$ cat config.mk
export PLATFORM = sky130hd
export DESIGN_NAME = step_scheduler
export DESIGN_NICKNAME = d
export VERILOG_FILES = /design/src/rtl/step_sched_pkg.sv /design/src/rtl/rr_arb3.sv /design/src/rtl/step_scheduler.sv
export SDC_FILE = /design/constraint.sdc
export NUM_CORES = 1
export LEC_CHECK = 0
export BUFFER_PORTS_ARGS = -buffer_cell sky130_fd_sc_hd__buf_2
export CAP_MARGIN = 20
export CORE_AREA = 2 2 44 66
export CTS_BUF_LIST = sky130_fd_sc_hd__clkbuf_4
export DETAILED_ROUTE_END_ITERATION = 12
export DIE_AREA = 0 0 46 68
export GPL_ROUTABILITY_DRIVEN = 0
export PLACE_DENSITY_LB_ADDON = 0.25
export SLEW_MARGIN = 20
export SYNTH_ARGS = -nofsm -noshare
export SYNTH_HDL_FRONTEND = slang
export SYNTH_SLANG_ARGS = --single-unit
$ cat constraint.sdc
create_clock -name clk -period 1.75 [get_ports clk]
set_input_delay 0.175 -clock clk [delete_from_list [all_inputs] [get_ports clk]]
set_output_delay 0.175 -clock clk [all_outputs]
set_load 0.1 [all_outputs]
$ cat src/rtl/step_sched_pkg.sv
// Shared types and constants for the step scheduler.
package step_sched_pkg;

    typedef enum logic [1:0] {
        IDLE   = 2'd0,
        ISSUE  = 2'd1,
        SETTLE = 2'd2
    } state_e;

    // Bit position of each source in the request/grant vectors matches its value.
    typedef enum logic [1:0] {
        SRC_MAN  = 2'd0,
        SRC_AUX  = 2'd1,
        SRC_AUTO = 2'd2
    } src_e;

    localparam int CNT_W = 8;
    localparam logic [CNT_W-1:0] CNT_MAX = '1;

endpackage

$ cat src/rtl/rr_arb3.sv
// Three-way round-robin arbiter: the source granted last has the lowest priority.
module rr_arb3
    import step_sched_pkg::*;
(
    input  logic [2:0] req_i,
    input  src_e       last_i,
    output logic [2:0] gnt_o
);

    always_comb begin
        gnt_o = 3'b000;
        case (last_i)
            SRC_MAN: begin
                if (req_i[1])      gnt_o = 3'b010;
                else if (req_i[2]) gnt_o = 3'b100;
                else if (req_i[0]) gnt_o = 3'b001;
            end
            SRC_AUX: begin
                if (req_i[2])      gnt_o = 3'b100;
                else if (req_i[0]) gnt_o = 3'b001;
                else if (req_i[1]) gnt_o = 3'b010;
            end
            default: begin
                if (req_i[0])      gnt_o = 3'b001;
                else if (req_i[1]) gnt_o = 3'b010;
                else if (req_i[2]) gnt_o = 3'b100;
            end
        endcase
    end

endmodule

$ cat src/rtl/step_scheduler.sv
// Arbitrates manual, auxiliary and optional auto-sweep requests into one-cycle step commands.
// Define AUTO_SWEEP_EN to add the internal auto-sweep source as a third requester.
module step_scheduler
    import step_sched_pkg::*;
#(
    parameter int unsigned HOLD_CYC = 2,
    parameter int unsigned AUTO_DIV = 8
) (
    input  logic             clk,
    input  logic             rst,
    input  logic             man_req,
    input  logic [1:0]       man_step,
    input  logic             aux_req,
    input  logic [1:0]       aux_step,
    input  logic             pause,
    output logic             man_gnt,
    output logic             aux_gnt,
    output logic             step_en,
    output logic [1:0]       step_amt,
    output logic             busy,
    output logic [CNT_W-1:0] step_cnt
);

    localparam logic [3:0] HOLD_LOAD = (HOLD_CYC == 0) ? 4'd0 : 4'(HOLD_CYC - 1);

    state_e           state_q;
    src_e             last_q;
    logic [3:0]       hold_q;
    logic             man_gnt_q;
    logic             aux_gnt_q;
    logic             step_en_q;
    logic [1:0]       step_amt_q;
    logic [CNT_W-1:0] cnt_q;
    logic [CNT_W-1:0] cnt_d;
    logic [2:0]       req_vec;
    logic [2:0]       gnt_vec;
    logic             arb_go;
    src_e             win_d;
    logic [1:0]       win_step_d;

`ifdef AUTO_SWEEP_EN
    localparam src_e LAST_INIT = SRC_AUTO;

    logic [15:0] div_q;
    logic        auto_pending_q;
    logic        div_wrap;

    assign div_wrap = !pause && (div_q == 16'(AUTO_DIV - 1));
    assign req_vec  = {auto_pending_q, aux_req, man_req};

    // A wrap re-arms the sticky request even on the edge its previous one is granted.
    always_ff @(posedge clk) begin
        if (rst) begin
            div_q          <= '0;
            auto_pending_q <= 1'b0;
        end else begin
            if (!pause) div_q <= div_wrap ? 16'd0 : div_q + 16'd1;
            if (div_wrap)                  auto_pending_q <= 1'b1;
            else if (arb_go && gnt_vec[2]) auto_pending_q <= 1'b0;
        end
    end
`else
    localparam src_e LAST_INIT = SRC_AUX;

    logic unused_auto_div;

    assign unused_auto_div = ^32'(AUTO_DIV);
    assign req_vec         = {1'b0, aux_req, man_req};
`endif

    rr_arb3 u_arb (
        .req_i  (req_vec),
        .last_i (last_q),
        .gnt_o  (gnt_vec)
    );

    assign arb_go = (state_q == IDLE) && !pause && (gnt_vec != 3'b000);

    always_comb begin
        win_d      = SRC_AUTO;
        win_step_d = 2'd1;
        if (gnt_vec[0]) begin
            win_d      = SRC_MAN;
            win_step_d = man_step;
        end else if (gnt_vec[1]) begin
            win_d      = SRC_AUX;
            win_step_d = aux_step;
        end
    end

    assign cnt_d = (step_en_q && cnt_q != CNT_MAX) ? cnt_q + 1'b1 : cnt_q;

    // Grant and step outputs are registered so they appear exactly during ISSUE.
    always_ff @(posedge clk) begin
        if (rst) begin
            state_q    <= IDLE;
            last_q     <= LAST_INIT;
            hold_q     <= 4'd0;
            man_gnt_q  <= 1'b0;
            aux_gnt_q  <= 1'b0;
            step_en_q  <= 1'b0;
            step_amt_q <= 2'd0;
            cnt_q      <= '0;
        end else begin
            cnt_q      <= cnt_d;
            man_gnt_q  <= 1'b0;
            aux_gnt_q  <= 1'b0;
            step_en_q  <= 1'b0;
            step_amt_q <= 2'd0;
            case (state_q)
                IDLE: begin
                    if (arb_go) begin
                        state_q    <= ISSUE;
                        last_q     <= win_d;
                        man_gnt_q  <= gnt_vec[0];
                        aux_gnt_q  <= gnt_vec[1];
                        step_en_q  <= (win_step_d != 2'd0);
                        step_amt_q <= win_step_d;
                    end
                end
                ISSUE: begin
                    if (HOLD_CYC == 0) begin
                        state_q <= IDLE;
                    end else begin
                        state_q <= SETTLE;
                        hold_q  <= HOLD_LOAD;
                    end
                end
                SETTLE: begin
                    if (hold_q == 4'd0) state_q <= IDLE;
                    else                hold_q  <= hold_q - 4'd1;
                end
                default: state_q <= IDLE;
            endcase
        end
    end

    assign man_gnt  = man_gnt_q;
    assign aux_gnt  = aux_gnt_q;
    assign step_en  = step_en_q;
    assign step_amt = step_amt_q;
    assign busy     = (state_q != IDLE);
    assign step_cnt = cnt_q;

endmodule

-- Word level (Yosys, flattened, before mapping)
Cells that the tools add are included.
- add/subtract/negate cells: 2
- multiply operators: 0
- div/mod/pow operators: 0
- order comparisons: 0
- equality and inequality tests: 6
- shifts and indexed selects: 0
- muxes and demuxes: 14
- bitwise operators: 2
- reductions and logical operators: 15
- operators by type and width (kind ; count):
    2-bit two-way mux ; 8
    8-bit by 1-bit adder with 8-bit output, second input constant ; 1
    8-bit inequality test, second input constant ; 1
    4-bit case mux with 2 select lines ; 1
    3-bit two-way mux ; 2
    2-bit inequality test, second input constant ; 3
    2-bit case mux with 3 select lines ; 1
    2-bit AND reduction ; 3
    2-bit nonzero test ; 3
    2-bit zero test ; 2
    4-bit zero test ; 1
    4-bit two-way mux ; 1
    4-bit by 1-bit subtractor with 4-bit output, second input constant ; 1
    1-bit logical AND ; 3
    3-bit nonzero test ; 1
    3-bit OR reduction ; 1
    2-bit by 1-bit equality test with 1-bit output, second input constant ; 1
    2-bit equality test, second input constant ; 1
    1-bit NOT ; 2
    1-bit zero test ; 1
    1-bit two-way mux ; 1
- register bits: 21
- bits in latches: 0
- memory bits (writable): 0
- memory bits (read-only): 0
- bits of input ports: 9
- output and inout port bits: 14
- word-level logic and storage cells: 47
- memories: 0

-- Longest topological paths before layout
Gate-level depths: netlist of run 1.
- word-level depth: 7
- depth in mapped cells: 5
- mapped depth without buffers: 5

-- Cells and area by module
A second synthesis of run 1 with hierarchy kept.
- cell total of the unflattened synthesis: 115
- area, all modules: 1067.3 um^2
- by module, submodules not included (module ; times used ; cells each ; area each (um^2) ; seq. area each (um^2)):
    step_scheduler ; 1 ; 108 ; 1016.0 ; 420.4
    rr_arb3 ; 1 ; 7 ; 51.3 ; 0.0

-- Worst setup path before layout of run 1
No wires, ideal clock.
- path type: register to register
- from: register cnt_q[0] (netlist: step_cnt[0])
- to: register cnt_q[0] (netlist: step_cnt[0])
- library setup time: 121 ps
- arrival: 2068 ps
- data required time: 1629 ps
- setup slack: -438 ps
- cell stages (with the launch flop): 6
- path buffers: 1
- period minus slack after synthesis: 2188 ps
- path through: dfxtp_1 > ha_1 > and3_1 > clkbuf_1 > a21boi_0 > mux2_2
- longest elaborated chain between the ends: 2
- elaborated cells between the ends (all ways): 3
- those cells by class: 1 x add/sub; 1 x eq/ne; 1 x reduce/logical
- RTL lines (what ; RTL line ; text):
    from (decl) ; step_scheduler.sv:33 ; logic [CNT_W-1:0] cnt_q;
    from (signal assigned) ; step_scheduler.sv:105 ; cnt_q <= cnt_d;
    parallel branches: the longest is 2 deep, another holds 8-bit by 1-bit adder with 8-bit output ; -- ;
Several ways; the timed one is not identified.
A chain may end at the register's enable or synchronous reset.

-- Final worst setup path of run 1
Ends and elaborated chain as after synthesis.

==> summary.md, run 1 <==
| Metric | Value |
|---|---|
| Outcome | `complete, no violations` |
| R2R Setup Slk | `0.12 ns` |
| Largest net degree at the start of global routing | `21` |
| Net Sw Power | `~0.00029 W` |
| # setup viols final | `0` |
| Die H | `68 um` |
| Placed wire-length estimate | `1590 um` |
| Internal | `0.000648 W` |
| Die area | `3130 sq um` |
| RSZ-0062 raised after global routing | `no` |
| Setup crit start kind | `register` |
| Grt total ovfl | `0` |
| Fin. max-slew vios | `0` |
| Comb pwr share | `18.6%` |
| Max rail drop VDD | `roughly 440 uV` |
| Placed cell count | `160` |
| CP Max Fanout | `6` |
| Crit end category | `register` |
| Initial Util | `40.0%` |
| Req. time, crit path | `1.96 ns` |
| Yosys warns | `0` |
| Final layout net count | `151` |
| CTS tree | `yes` |
| Share of layout cells above drive strength 1 | `30.9%` |
| Setup CP Type | `register to register` |
| P_leak | `0.512 nW` |
| Remaining antenna violation count | `0` |
| Setup crit start | `step_cnt[0]$_SDFFE_PP0P_` |
| DR DRC count | `0` |
| Clock Sinks | `21` |
| Post-synth top area cell | `dfxtp_1` |
| Post-Route WL | `2130 um` |
| Worst Tran Pin Value | `0.490 ns` |
| DRT iter0 DRCs | `19` |
| Via count | `930` |
| Tightest Hold Check Type | `input pin to register` |
| Avg Cell Area, Syn | `8.70 sq um` |
| Worst skew pair latency | `roughly 0.3 ns` |
| Clock share of power | `27.1%` |
| Rel. slew slack | `67.6%` |
| GRT Util Overall | `14.9%` |
| Number of synthesized register bits | `21` |
| Die X | `around 46 um` |
| Crit path DAT | `1.84 ns` |
| Final hold violations | `0` |
| HP Start | `man_step[1]` |
| I/O Pins | `23` |
| Area delta synth->final | `15.6%` |
| Root Buffer | `clkbuf_4` |
| Post-CTS sizing | `0` |
| Fmax | `0.613 GHz` |
| Num CTS Buffers | `3` |
| Reg2reg path depth | `4` |
| Clk pin slew, worst setup/hold paths | `0.12 ns` |
| Sw frac | `between 30% and 40%` |
| Total core area | `2590 sq um` |
| Global-route wire length before repair | `roughly 3500 um` |
| Syn Inst Count | `119` |
| Max_cap viols | `0` |
| Syn Nets | `130` |
| Sequential area share after synthesis | `about two fifths` |
| Row Count | `23` |
| Worst hold slack | `0.137 ns` |
| Synth top area share | `40.6%` |
| Clk_skew | `0.00886 ns` |
| Vias in the first global route | `876` |
| Antenna violations before repair | `0` |
| WHS Endpoint | `step_amt[1]$_SDFF_PP0_` |
| PwrDens | `782 nW/um^2` |
| Hold depth | `3` |
| Post-CTS Hold Fix Bufs | `0` |
| Post-Syn Area | `1030 sq um` |
| IO Port Bufs | `22` |
| Routed vias/inst | `5.67` |
| # Post-CTS Setup Buffers | `0` |
| RR Endpoint | `step_cnt[0]$_SDFFE_PP0P_` |
| Flop pwr share | `54.2%` |
| FF-to-FF Start | `step_cnt[0]$_SDFFE_PP0P_` |
| Wire per inst | `13.0 um` |
| Fin cells | `164` |
| Yosys cell types | `43` |
| Fin crit period | `1.63 ns` |
| Post-layout util | `46.2%` |
| Ranking of synthesized cells by area | `dfxtp_1 (41%), a21oi_1 (5.8%), nand2b_1 (3.0%), inv_1 (2.9%), nor3b_1 (2.9%)` |
| Antenna fix cells | `0` |
| Filler cells | `255` |
| Pre-antenna DRT Iters | `4` |
| # H-tree levels | `1` |
| Fin crit share | `93.2%` |
| CTS Buffer Depth | `2` |
layout make-up:
class / count / area, sq um / area share, %
multi-input combinational: 83 / 556 / 46.4
sequential: 21 / 432 / 36.1
timing repair buffer: 23 / 118 / 9.83
tap: 25 / 31.3 / 2.62
clock buffer: 4 / 30.0 / 2.51
inverter: 8 / 30.0 / 2.51
how the worst max path moves through the flow:
stage / slack (ns) / cells past startpoint / endpoint
after floorplan: -0.12 / 5 / step_cnt[0]$_SDFFE_PP0P_
after global placement: 0.16 / 4 / step_cnt[0]$_SDFFE_PP0P_
final: 0.12 / 4 / step_cnt[0]$_SDFFE_PP0P_
after global routing: 0.04 / 3 / step_amt[0]$_SDFF_PP0_
after CTS: 0.11 / 4 / step_cnt[0]$_SDFFE_PP0P_
after detailed placement: 0.13 / 4 / step_cnt[0]$_SDFFE_PP0P_
cell usage after synthesis, drive strengths merged:
| master | n |
|---|---|
| dfxtp | 21 |
| mux2 | 2 |
| a21oi | 12 |
| or4 | 2 |
| buf | 2 |
| or3 | 3 |
| a211oi | 1 |
| nand3 | 4 |
| a311oi | 1 |
| nor2 | 7 |
| mux2i | 1 |
| a22oi | 1 |
| or4b | 1 |
| o32ai | 1 |
| o21ai | 4 |
| nand4 | 3 |
| o21bai | 1 |
| or2 | 2 |
| a211o | 1 |
| o211ai | 2 |
| and3 | 2 |
| nor4b | 1 |
| a2111oi | 1 |
| nor3 | 2 |
| o31ai | 1 |
| a21boi | 1 |
| inv | 8 |
| or3b | 2 |
| nand2b | 5 |
| ha | 2 |
| and4b | 1 |
| and2b | 1 |
| nor3b | 4 |
| and4 | 1 |
| nand2 | 4 |
| a221oi | 1 |
| a21o | 1 |
| clkbuf | 5 |
| o31a | 1 |
| nor2b | 3 |
kinds of logic after synthesis:
family	after synthesis	share of synthesized area [%]
and+or+nand+nor	48	28.2
AOI/OAI and AO/OA	30	19.7
DFF	21	40.6
buffers and inverters	15	5.93
muxes	3	3.14
adders and majority gates	2	2.42
per-stage QoR:
step / cell area, sq um / worst slack [ns] / TNS (ns) / total power (W)
6_report: 1200 / 0.119 / 0 / 0.000935
5_1_grt: 1200 / 0.0404 / 0 / 0.000971
4_1_cts: 1200 / 0.112 / 0 / 0.000940
3_5_place_dp: 1170 / 0.132 / 0 / 0.000693
3_3_place_gp: 1170 / 0.162 / 0 / 0.000690
2_1_floorplan: 1050 / -0.122 / -0.122 / 0.000658
routing by layer:
| metal | share of wire (%) | GRT usage, % | vias to the layer above | wire [um] |
|---|---|---|---|---|
| li1 | - | - | 472 | - |
| met4 | 0.89 | 8.21 | 0 | 19 |
| met5 | 0 | 0 | - | 0 |
| met2 | 54 | 26.6 | 22 | 1140 |
| met1 | 42 | 16.6 | 434 | 889 |
| met3 | 3.8 | 1.58 | 2 | 80 |
power by group through the flow:
stage / clock (W) / sequential [W] / combinational, W
after floorplan: 0 / 0.000568 / 0.0000903
after global placement: 0 / 0.000517 / 0.000172
after detailed placement: 0 / 0.000518 / 0.000175
after CTS: 0.000258 / 0.000507 / 0.000175
after global routing: 0.000273 / 0.000510 / 0.000187
final: 0.000254 / 0.000507 / 0.000174
cell usage in the layout, fill, tap and decap left out, types with 3 or more instances in the layout:
cell,count
dfxtp_2,9
dfxtp_1,12
a21oi_1,12
nor2_1,7
nor2b_1,3
clkbuf_4,4
nand2b_1,5
nand2_1,4
nand3_1,4
or3_1,3
inv_1,8
o21ai_0,4
nor3b_1,4
nand4_1,3
buf_2,22
state kept, by name, summed over array words and instances (netlist names):
signal	count
man_gnt	1
last_q	2
hold_q	4
state_q	2
step_cnt	8
step_amt	2
step_en	1
aux_gnt	1
worst max-delay path, stage by stage, from the launching register on:
cell and delay (ns):
dfxtp_2 0.36, ha_1 0.24, and3_1 0.25, a21boi_0 0.31, mux2_2 0.37
(Power assumes the default switching activity.)
==> run 2: changes to the inputs <==
- ABC_AREA: unset -> 1
- CORE_AREA: 2 2 44 66 -> 2 2 42 64
- DIE_AREA: 0 0 46 68 -> 0 0 44 66
==> run 2 against run 1 <==
  * Hold slack improved by 0.017 ns
  * Sequential cell count unchanged
  * Wire length decreased by 9.2%
  * Largest cell class unchanged
  * Power decreased by 3.2%
  * Sequential share of layout area increased by 2.1 points
==> summary.md, run 2 <==
| Metric | Value |
|---|---|
| Setup CP Type | `register to register` |
| Antenna fix cells | `0` |
| Global-route wire length before repair | `between 3000 and 4000 um` |
| Syn Nets | `149` |
| Post-Syn Area | `956 sq um` |
| Die X | `44 um` |
| Area delta synth->final | `17.1%` |
| Clock share of power | `25.7%` |
| Sw frac | `31.6%` |
| Reg2reg path depth | `8` |
| Comb pwr share | `between 10% and 20%` |
| I/O Pins | `23` |
| CP Max Fanout | `11` |
| Share of layout cells above drive strength 1 | `23.5%` |
| Row Count | `22` |
| Crit end category | `register` |
| Commonest non-fill, non-tap cell in the layout | `nand2_1` |
| Syn Inst Count | `approximately 140` |
| Net Sw Power | `0.000286 W` |
| Flop pwr share | `55.8%` |
| Hold depth | `2` |
| Fin crit share | `a little over four fifths` |
| Setup TNS | `0 ns` |
| Max_cap viols | `0` |
| CTS tree | `yes` |
| Placed cell count | `182` |
| Metal3 WL | `100 um` |
| Final layout net count | `174` |
| Tightest Hold Check Type | `input pin to register` |
| DR top layer | `met4` |
| Root Buffer | `clkbuf_4` |
| Grt total ovfl | `0` |
| Ys flop type | `dfxtp_1` |
| P_leak | `approximately 0.55 nW` |
| Post-Route WL | `1930 um` |
| DR DRC count | `0` |
| Synth top area share | `44.0%` |
| Num CTS Buffers | `3` |
| IO Port Bufs | `22` |
| Post-CTS sizing | `0` |
| Post-synth top area cell | `dfxtp_1` |
| RSZ-0062 raised after global routing | `no` |
| Fin. max-slew vios | `0` |
| # Post-CTS Setup Buffers | `0` |
| Worst Tran Pin Value | `between 0.4 and 0.5 ns` |
| Setup crit start kind | `register` |
| Fmax | `~0.68 GHz` |
| Via count | `922` |
| Post-CTS Hold Fix Bufs | `0` |
| Yosys cell types | `18` |
| Setup slack after layout | `slightly below 0.3 ns` |
| Wire per inst | `about 10 um` |
| Pre-CTS WS | `0.314 ns` |
| GRT Util Overall | `between 10% and 20%` |
| Crit path DAT | `1.67 ns` |
| Clk_skew | `0.00466 ns` |
| Final hold violations | `0` |
| Pre-antenna DRT Iters | `6` |
| Vias in the first global route | `897` |
| Post-synth EDFFs | `0` |
| Synth cell count leaders | `nand2_1 (36), dfxtp_1 (21), inv_1 (19), nor2_1 (19), nand3_1 (11)` |
| Commonest non-fill, non-tap cells in the layout | `nand2_1 (36), buf_2 (22), inv_1 (19), nor2_1 (19), dfxtp_1 (15)` |
| Fin cells | `186` |
| Crit-path cells | `ha_1 > nand2_1 > nor2_2 > nand2_1 > nand2_1 > nor2_1 > nor2_1 > nor2_1` |
| Die H | `66 um` |
| Largest net degree at the start of global routing | `14` |
| Initial Util | `40.4%` |
| Clk pin slew, worst setup/hold paths | `0.11 ns` |
| Critical-path top delay cell | `dfxtp_2` |
| Outcome | `complete, no violations` |
| Total core area | `2370 sq um` |
| Met2 WL post-DR | `965 um` |
| PwrDens | `809 nW/um^2` |
| CTS Buffer Depth | `2` |
| Max incr delay on CP | `roughly 0.38 ns` |
| Number of synthesized register bits | `21` |
| DRT iter0 DRCs | `21` |
| Die area | `2900 sq um` |
| Clock Sinks | `21` |
| # H-tree levels | `1` |
| Top-count cell post-synth | `nand2_1` |
| # setup viols final | `0` |
| Remaining antenna violation count | `0` |
| Max rail drop VDD | `between 400 and 500 uV` |
| Antenna violations before repair | `0` |
| Sequential area share after synthesis | `44.0%` |
| Met1 Routed Length | `between 800 and 900 um` |
| Req. time, crit path | `1.96 ns` |
| Routed vias/inst | `4.96` |
| Worst hold slack | `approximately 0.15 ns` |
| Rel. slew slack | `between 60% and 70%` |
| FFs w/ async S/R, synth | `0%` |
| Placed wire-length estimate | `about 1500 um` |
| Ranking of synthesized cells by area | `dfxtp_1 (44%), nand2_1 (14%), inv_1 (7.5%), nor2_1 (7.5%), nand3_1 (5.8%)` |
| Internal | `around 0.00062 W` |
| Avg Cell Area, Syn | `roughly 6.9 sq um` |
| Fin crit period | `1.46 ns` |
| Worst skew pair latency | `0.30 ns` |
| Yosys warns | `0` |
| Largest register FFs | `8` |
## run 2: cell types whose count changed after synthesis, sizes merged, moves of 4 or more
cell and change:
a21oi -4, inv +11, nand2 +32, nand2b -5, nand3 +7, nor2 +14, nor3b -4
## run 2: cells by family (layout without fill, tap and decap cells)
logic type                 Yosys count  in the layout  share of synthesized area, %
AOI/OAI and AO/OA                   14             14                          8.12
adders and majority gates            2              2                          2.62
and+or+nand+nor                     79             79                          35.9
buffers and inverters               22             46                          9.42
DFF                                 21             21                          44.0
## run 2: layout make-up
| class | instances | area (sq um) |
|---|---|---|
| inverters | 19 | 71.3 |
| multi-input cells | 95 | 445 |
| flip-flops and latches | 21 | 428 |
| clock inverters | 1 | 5.00 |
| well taps | 24 | 30.0 |
| clock buffers | 3 | 22.5 |
| repair buffers | 23 | 118 |
| fillers | 256 | 1250 |
## run 2: final timing paths
path                            start                  endpoint  slack, ns
min reg2reg    last_q[1]$_SDFFE_PP0P_    last_q[1]$_SDFFE_PP0P_       0.48
min                               rst  step_cnt[0]$_SDFFE_PP0P_       0.15
max          step_cnt[0]$_SDFFE_PP0P_  step_cnt[7]$_SDFFE_PP0P_       0.29
max reg2reg  step_cnt[0]$_SDFFE_PP0P_  step_cnt[7]$_SDFFE_PP0P_       0.29
## run 2: critical path, delay by kind of cell, from the launching register on
kind	cells	cell delay, ns
simple gates	7	0.79
flops	1	0.38
fa+ha+maj	1	0.19
## run 2: per-layer routing
metal,vias to the layer above,global-route usage (%)
li1,486,-
met1,397,18.2
met2,32,28.1
met3,7,1.64
met4,0,11.0
met5,-,0
## run 2: power by group through the flow
stage	clock (W)	sequential (W)	combinational, W
detailed placement	0	0.000516	0.000169
global route	0.000265	0.000509	0.000185
finish	0.000233	0.000506	0.000167
CTS	0.000244	0.000506	0.000169
global placement	0	0.000516	0.000166
floorplan	0	0.000573	0.0000755
## run 2: metrics by stage
stage | cell area, sq um | utilization (%) | power, W
after floorplan | 963 | - | 0.000649
after global placement | 1090 | 46.1 | 0.000682
after detailed placement | 1090 | 46.1 | 0.000685
after CTS | 1120 | 47.3 | 0.000918
after global routing | 1120 | 47.3 | 0.000959
final | 1120 | 47.3 | 0.000905
==> run 3: changes to the inputs <==
- clock period: 1.75 -> 1.4 ns (I/O delays scaled with it)
==> run 3 against run 2 <==
  * Clock skew shrank 0.0028 ns
  * Critical path type is now register to output pin
  * Register-to-register slack lost 0.14 ns
  * Hold slack lost 0.025 ns
  * Core utilization grew 1.7 points
  * Via count shrank 2.4%
  * Critical endpoint is now step_en
  * Final cell count shrank 0.54%
  * Largest cell class unchanged
  * Combinational power grew 22%
  * Largest power group unchanged
==> summary.md, run 3 (same netlist as run 2, synthesis figures left out) <==
| Metric | Value |
|---|---|
| Via count | `900` |
| Setup crit start kind | `register` |
| Pre-CTS WS | `-0.0161 ns` |
| Post-layout util | `roughly half` |
| Routed vias/inst | `4.86` |
| Crit path DAT | `between 1 and 1.5 ns` |
| Grt total ovfl | `0` |
| Setup CP Type | `register to output pin` |
| Area delta synth->final | `21.3%` |
| Num CTS Buffers | `3` |
| Crit-path cells | `clkbuf_4` |
| Final hold violations | `0` |
| Worst Tran Pin Value | `0.489 ns` |
| HP Start | `rst` |
| Largest net degree at the start of global routing | `14` |
| Largest register FFs | `8` |
| Clock Sinks | `21` |
| Worst hold slack | `0.128 ns` |
| Crit end category | `output pin` |
| Remaining antenna violation count | `0` |
| Clk pin slew, worst setup/hold paths | `0.10 ns` |
| RSZ-0062 raised after global routing | `no` |
| DR DRC count | `0` |
| Initial Util | `40.4%` |
| Die H | `66 um` |
| Setup slack after layout | `0.105 ns` |
| Outcome | `complete, no violations` |
| Rel. slew slack | `67.6%` |
| Global-route wire length before repair | `3320 um` |
| Root Buffer | `clkbuf_4` |
| CTS Buffer Depth | `2` |
| P_leak | `0.558 nW` |
| Setup crit start | `step_en$_SDFF_PP0_` |
| Commonest non-fill, non-tap cells in the layout | `nand2_1 (33), buf_2 (20), inv_1 (19), nor2_1 (19)` |
| FF-to-FF Start | `step_cnt[1]$_SDFFE_PP0P_` |
| # setup viols final | `0` |
| Worst skew pair latency | `0.28 ns` |
| Placed wire-length estimate | `1450 um` |
| Die X | `44 um` |
| Post-Route WL | `1850 um` |
| Share of layout cells above drive strength 1 | `28.0%` |
| Critical-path top delay cell | `dfxtp_2` |
| Wire per inst | `9.99 um` |
| Fin crit share | `~92%` |
| Max incr delay on CP | `between 0.4 and 0.5 ns` |
| CTS tree | `yes` |
| Worst Path Buf+Inv | `1` |
| Die area | `a little under 3000 sq um` |
| Vias in the first global route | `854` |
| Fmax | `0.772 GHz` |
| Max_cap viols | `0` |
| Fin. max-slew vios | `0` |
| Req. time, crit path | `1.26 ns` |
| CP Max Fanout | `13` |
| # H-tree levels | `1` |
| DRT iter0 DRCs | `12` |
| I/O Pins | `23` |
| Max rail drop VDD | `481 uV` |
| Pre-antenna DRT Iters | `4` |
| Filler cells | `261` |
| Antenna violations before repair | `0` |
| Row Count | `22` |
| Placed cell count | `~180` |
| Total core area | `2370 sq um` |
| GRT Util Overall | `between 10% and 20%` |
| Top delay family on crit path | `flip-flops` |
| Tightest Hold Check Type | `input pin to register` |
| Antenna fix cells | `0` |
| Fin crit period | `1.29 ns` |
| Fin cells | `about 190` |
| Setup TNS | `0 ns` |
| Commonest non-fill, non-tap cell in the layout | `nand2_1` |
| PwrDens | `around 970 nW/um^2` |
| IO Port Bufs | `22` |
| Final layout net count | `173` |
| Clk_skew | `around 0.0019 ns` |
[run 3: cell types whose count changed in the layout (fill, tap and decap cells not counted)]
| cell | change |
|---|---|
| nand2_1 | -3 |
| dfxtp_1 | -4 |
| ha_4 | +1 |
| nand2_4 | +1 |
| buf_2 | -2 |
| clkinv_2 | -1 |
| buf_4 | -1 |
| nand2_2 | +2 |
| ha_1 | -1 |
| dfxtp_4 | +4 |
| clkbuf_4 | +3 |
[run 3: power by group]
| part | switching, W | internal (W) |
|---|---|---|
| Combinational | 0.000153 | 0.0000501 |
| Clock | 0.000157 | 0.000130 |
| Sequential | 0.0000219 | 0.000614 |
[run 3: metal layers]
metal | part of all wire [%] | global-route usage [%] | vias up | wire length [um]
li1 | - | - | 487 | -
met1 | 44 | 16.5 | 395 | 815
met2 | 51 | 26.7 | 16 | 944
met3 | 3.7 | 1.64 | 2 | 69
met4 | 1.1 | 7.20 | 0 | 20
met5 | 0 | 0 | - | 0
[run 3: cell type report]
| class | count | area (sq um) | share of cell area, % |
|---|---|---|---|
| Clock buffer | 4 | 30.0 | 2.59 |
| Multi-Input combinational cell | 95 | 470 | 40.6 |
| Tap cell | 24 | 30.0 | 2.59 |
| Timing Repair Buffer | 22 | 115 | 9.92 |
| Inverter | 19 | 71.3 | 6.15 |
| Sequential cell | 21 | 443 | 38.2 |
[run 3: through the flow]
step	power (W)	instance area, sq um
after detailed placement	0.000851	1110
after CTS	0.00114	1150
final	0.00113	1160
after global routing	0.00120	1160
after floorplan	0.000809	992
after global placement	0.000846	1110
[run 3: what timing repair did]
item,in CTS,in global routing
hold buffers,0,0
gates resized for setup,1,5
endpoints found under the setup margin,3,7
buffers inserted,0,0
[run 3: path summary, 6_finish.rpt]
path	end	slack (ns)	cells past startpoint
max	step_en	0.11	1
min	step_cnt[3]$_SDFFE_PP0P_	0.13	2
max reg2reg	step_cnt[7]$_SDFFE_PP0P_	0.15	8
min reg2reg	last_q[1]$_SDFFE_PP0P_	0.47	2
